**src/rtl/led_bcm_scheduler.sv**
```systemverilog
`default_nettype none
`timescale 1ns/1ps
//==============================================================================
// led_bcm_scheduler : HUB75 row/bit-plane BCM scanout scheduler with overlapped
// column shifting. Optional duty scaling: `LED_BCM_BRIGHTNESS_EN.  Rev 1.0
//==============================================================================
module led_bcm_scheduler #(
   parameter int ADDR_BITS  = 5,
   parameter int PLANES     = 4,
   parameter int BASE_TICKS = 32
) (
   input  logic                 clk,
   input  logic                 resetn,
   input  logic                 enable,
   input  logic [7:0]           brightness,
   output logic                 shift_start,
   output logic [ADDR_BITS-1:0] shift_row,
   output logic [2:0]           shift_plane,
   input  logic                 shift_done,
   output logic [ADDR_BITS-1:0] led_addr,
   output logic                 led_latch,
   output logic                 led_blank,
   output logic                 frame_start
);

   localparam int TW = $clog2(BASE_TICKS << (PLANES - 1)) + 1;

   localparam logic [2:0] S_IDLE  = 3'd0;
   localparam logic [2:0] S_SHIFT = 3'd1;
   localparam logic [2:0] S_BLANK = 3'd2;
   localparam logic [2:0] S_LATCH = 3'd3;
   localparam logic [2:0] S_SHOW  = 3'd4;

   logic [2:0]           state_q, state_d;
   logic                 start_q, start_d;
   logic [ADDR_BITS-1:0] row_q, row_d;
   logic [2:0]           plane_q, plane_d;
   logic [ADDR_BITS-1:0] addr_q, addr_d;
   logic                 latch_q, latch_d;
   logic                 blank_q, blank_d;
   logic                 frame_q, frame_d;
   logic                 pending_q, pending_d;
   logic                 outst_q, outst_d;
   logic [TW-1:0]        timer_q, timer_d;
   logic [TW-1:0]        load_q, load_d;
   logic [TW-1:0]        off_q, off_d;

   logic [TW-1:0]        slot_load;
   logic [TW-1:0]        off_calc;
   logic                 done_acc;
   logic                 last_plane;

   assign slot_load  = TW'(BASE_TICKS) << plane_q;
   assign done_acc   = shift_done & outst_q;
   assign last_plane = (plane_q == 3'(PLANES - 1));

`ifdef LED_BCM_BRIGHTNESS_EN
   logic [TW+7:0] lit_prod;
   assign lit_prod = (TW+8)'(slot_load) * (TW+8)'(brightness);
   assign off_calc = slot_load - lit_prod[TW+7:8];
`else
   logic unused_brightness;
   assign unused_brightness = ^brightness;
   assign off_calc = '0;
`endif

   always_comb begin
      state_d   = state_q;
      start_d   = 1'b0;
      row_d     = row_q;
      plane_d   = plane_q;
      addr_d    = addr_q;
      latch_d   = 1'b0;
      frame_d   = 1'b0;
      pending_d = pending_q;
      outst_d   = outst_q & ~shift_done;
      timer_d   = timer_q;
      load_d    = load_q;
      off_d     = off_q;

      case (state_q)
         S_IDLE: begin
            pending_d = 1'b0;
            outst_d   = 1'b0;
            if (enable) begin
               start_d = 1'b1;
               row_d   = '0;
               plane_d = '0;
               outst_d = 1'b1;
               state_d = S_SHIFT;
            end
         end
         S_SHIFT: begin
            if (done_acc) state_d = S_BLANK;
         end
         S_BLANK: begin
            latch_d = 1'b1;
            addr_d  = row_q;
            frame_d = (row_q == '0) && (plane_q == '0);
            load_d  = slot_load;
            off_d   = off_calc;
            state_d = S_LATCH;
         end
         S_LATCH: begin
            // Shift of the next slot overlaps this slot's on-time.
            timer_d = load_q;
            state_d = S_SHOW;
            if (enable) begin
               start_d = 1'b1;
               outst_d = 1'b1;
               if (last_plane) begin
                  plane_d = '0;
                  row_d   = row_q + 1'b1;
               end else begin
                  plane_d = plane_q + 3'd1;
               end
            end
         end
         S_SHOW: begin
            if (done_acc) pending_d = 1'b1;
            timer_d = timer_q - 1'b1;
            if (timer_q == TW'(1)) begin
               if (!enable) begin
                  pending_d = 1'b0;
                  outst_d   = 1'b0;
                  state_d   = S_IDLE;
               end else if (pending_q || done_acc) begin
                  pending_d = 1'b0;
                  state_d   = S_BLANK;
               end else if (outst_q) begin
                  state_d = S_SHIFT;
               end else begin
                  state_d = S_IDLE;
               end
            end
         end
         default: state_d = S_IDLE;
      endcase

      // timer_d counts remaining on-time cycles including the coming one.
      blank_d = !((state_d == S_SHOW) && (timer_d > off_d));
   end

   always_ff @(posedge clk or negedge resetn) begin
      if (!resetn) begin
         state_q   <= S_IDLE;
         start_q   <= 1'b0;
         row_q     <= '0;
         plane_q   <= '0;
         addr_q    <= '0;
         latch_q   <= 1'b0;
         blank_q   <= 1'b1;
         frame_q   <= 1'b0;
         pending_q <= 1'b0;
         outst_q   <= 1'b0;
         timer_q   <= '0;
         load_q    <= '0;
         off_q     <= '0;
      end else begin
         state_q   <= state_d;
         start_q   <= start_d;
         row_q     <= row_d;
         plane_q   <= plane_d;
         addr_q    <= addr_d;
         latch_q   <= latch_d;
         blank_q   <= blank_d;
         frame_q   <= frame_d;
         pending_q <= pending_d;
         outst_q   <= outst_d;
         timer_q   <= timer_d;
         load_q    <= load_d;
         off_q     <= off_d;
      end
   end

   assign shift_start = start_q;
   assign shift_row   = row_q;
   assign shift_plane = plane_q;
   assign led_addr    = addr_q;
   assign led_latch   = latch_q;
   assign led_blank   = blank_q;
   assign frame_start = frame_q;

endmodule
`default_nettype wire

```
**config.mk**
```make
export PLATFORM = sky130hd
export DESIGN_NAME = led_bcm_scheduler
export DESIGN_NICKNAME = d
export VERILOG_FILES = /design/src/rtl/led_bcm_scheduler.sv
export SDC_FILE = /design/constraint.sdc
export NUM_CORES = 1
export LEC_CHECK = 0
export BUFFER_PORTS_ARGS = -buffer_cell sky130_fd_sc_hd__buf_2
export CORE_MARGIN = 4
export CORE_UTILIZATION = 36
export DETAILED_ROUTE_END_ITERATION = 6
export PLACE_DENSITY = 0.57
export SLEW_MARGIN = 20
export SYNTH_ARGS = -nofsm -noshare
export SYNTH_HDL_FRONTEND = slang
export SYNTH_SLANG_ARGS = --single-unit
```
**constraint.sdc**
```tcl
create_clock -name clk -period 2.63 [get_ports clk]
set_input_delay 0.263 -clock clk [delete_from_list [all_inputs] [get_ports clk]]
set_output_delay 0.263 -clock clk [all_outputs]
set_load 0.03 [all_outputs]
```
==> run metrics <==
first-pass GRT wire length 8542 um; Tot GR Track Use 14.17%; commonest non-fill, non-tap cells in the layout 43 x dfrtp_1, 34 x nand2_1, 21 x inv_1, 19 x buf_2; Critical Path Start Type flop; Post-Route Utilization 44.32%; Ys Warns 0; IO Count 29; ANT nets after route 0; total core area 6061 sq um; clock skew 0.009425 ns; DP HPWL 3532 um; critical path startpoint timer_q[0]; Syn Nets 263; Max VDD drop 0.0004291 V; synthesis-stage register bit count 44; status complete, no violations; layout cells sized above 1 18.73%; CP dominant cell by count ha_1; PD cells 1059 nW/um^2; Critical path buffers and inverters 1; Critical Path AT 2.65 ns; Finish-stage setup viols 0; unrepaired setup endpoints after global routing false; Syn-to-layout area delta 16.49%; IO Port Bufs 20; Total Wirelength 4839 um; crit share post-route 92.40%; count of cell types in the netlist 51; FMAX 411.5 MHz; Final TNS setup 0 ns; Syn Std Cell Area 2306 sq um; reg2reg start timer_q[0]; Worst-Margin Slew 0.5670 ns; P_leak 1.348 nW; Die H 88.04 um; CP max stage delay 0.41 ns; Overflow after GRT 0; DR iter-0 viols 97; power share of the combinational group 46.6%; FP Rows 28; via count 1,758; WP data required 2.85 ns; crit-path cells inv_1 > ha_1 > nand3b_1 > a21o_1 > a221o_1 > ha_1 > a211o_1 > a21oi_1 > o21ai_0 > o211ai_1; H-Tree Depth 2; CTS tree yes; final hold vios 0; Total Nets Final 295; Async SR Flop Fraction 100.0%; cts bufs inserted 5; Clock Path Buffers 2; worst relative slew slack 62.20%; CP max FO 4; drc violations 0; largest net degree at the start of global routing 45; Hold Crit Start shift_done; Max Cap Viol 0; sequential power share 35.0%; hold crit path type in -> reg; initial antenna violation count 0; vias per cell 5.140; Die Width 88.04 um; Inserted Diodes 0; Sink Count 44; post-DR wirelength/cell 14.15 um; Mean Syn Cell Area 9.855 sq um; Cell Int Power 1.673 mW; vias in the first global route 1,687; clock latency on the worst-skew pair 0.30 ns; Slew Viols, Final 0; router iterations before antenna repair 4; Clk pwr share 18.4%; Crit. End Element flop; EDFF count, synth 0; Post-Syn Instances 234; Setup CP Type reg -> reg; Final Critical Period 2.430 ns; slowest CP cell dfrtp_1; commonest non-fill, non-tap cell in the layout dfrtp_1; predominant post-synthesis flop cell dfrtp_1; Switching Share 41.16%; Initial Utilization 38.05%; sequential element share of the synthesized area 47.80%; Die Footprint 7750 sq um; root buf cell clkbuf_8; Clock Pin Slew Worst Setup and Hold Paths 0.09 ns; cell family with most CP delay compound AO/OA/AOI/OAI gates; Net Switching 1.171 mW; RD Place Congestion 0.7951
==> worst paths after layout <==
check                              endpoint  slack, ns  cells after the start
worst min register to register     off_q[2]       0.47                      2
max in group asynchronous         led_blank       1.74                      2
min in group asynchronous       led_addr[0]       0.49                      2
worst max-delay path              led_blank       0.20                     10
worst min-delay path              pending_q       0.31                      3
worst max register to register    led_blank       0.20                     10
==> cell type report <==
type | instances | area [sq um]
multi-input cells | 162 | 1105
inverters | 21 | 78.83
repair buffers | 32 | 195.2
well taps | 75 | 93.84
flip-flops and latches | 44 | 1102
clock buffers | 5 | 68.82
fillers | 598 | 3374
clock inverters | 3 | 42.54
==> tightest hold or removal path, delay by kind of cell <==
family | cells | cell delay [ns]
buf+inv | 1 | 0.13
compound gates | 1 | 0.13
simple gates | 1 | 0.06
==> cell families (layout without fill, tap and decap cells) <==
logic type / Yosys count / count (layout) / synth area share [%]
simple gates: 90 / 90 / 22.36
compound gates: 52 / 52 / 14.49
flops: 44 / 44 / 47.80
buf+inv: 28 / 61 / 4.883
fa+ha+maj: 17 / 17 / 9.224
mux: 2 / 2 / 0.8682
xor+xnor: 1 / 1 / 0.3799
==> cells in the mapped netlist (3+ instances only) <==
library cell | count | area [sq um]
nor2_1 | 7 | 26.28
nand3b_1 | 4 | 30.03
ha_1 | 17 | 212.7
buf_2 | 3 | 15.01
a21oi_1 | 10 | 50.05
nand2b_1 | 3 | 18.77
o211ai_1 | 3 | 22.52
nand2_1 | 35 | 131.4
o21ai_0 | 17 | 85.08
nand3_1 | 6 | 30.03
a21o_1 | 3 | 22.52
inv_1 | 21 | 78.83
o21a_1 | 3 | 22.52
nor3_1 | 4 | 20.02
clkbuf_1 | 3 | 11.26
nand4_1 | 4 | 25.02
dfrtp_1 | 43 | 1076
nor2b_1 | 9 | 56.30
==> through the flow <==
stage / worst slack [ns] / instances / hold WS [ns] / area, sq um / total power [mW]
final: 0.2000 / 342 / 0.3090 / 2686 / 2.844
after global routing: 0.01186 / 342 / 0.3194 / 2686 / 3.080
after CTS: 0.1449 / 340 / 0.1736 / 2653 / 2.851
after detailed placement: 0.1788 / 332 / 0.4525 / 2541 / 2.313
after global placement: 0.1969 / 332 / 0.4457 / 2541 / 2.291
after floorplan: 0.3340 / 234 / -0.03259 / 2306 / 1.920
==> layer usage <==
| layer | global-route usage, % | vias up | wire (um) |
|---|---|---|---|
| met5 | 0 | - | 0 |
| met4 | 4.533 | 0 | 63 |
| met3 | 2.916 | 6 | 175 |
| met2 | 20.89 | 24 | 2205 |
| met1 | 20.81 | 839 | 2395 |
| li1 | - | 889 | - |
==> timing repair <==
action                                  CTS  global route
endpoints found under the setup margin    0             1
hold endpoints to repair                  0             4
hold buffers                              0             1
gates resized for setup                   0             3
setup buffers                             0             1
==> flip-flops by register name (all words and copies together) (netlist names) <==
register and cells:
off_q 9, timer_q 9, led_addr 5, shift_row 5, load_q 4, shift_plane 3
state_q 3, frame_start 1, led_blank 1, led_latch 1, outst_q 1, pending_q 1
shift_start 1
==> power groups by stage <==
| stage | clock (mW) | sequential, mW | combinational [mW] |
|---|---|---|---|
| 6_report | 0.524 | 0.996 | 1.32 |
| 4_1_cts | 0.544 | 0.996 | 1.31 |
| 2_1_floorplan | 0 | 1.11 | 0.815 |
| 5_1_grt | 0.569 | 1.02 | 1.49 |
| 3_5_place_dp | 0 | 1.01 | 1.31 |
| 3_3_place_gp | 0 | 1.00 | 1.29 |
Note: power is estimated with default switching activity, not from simulation.
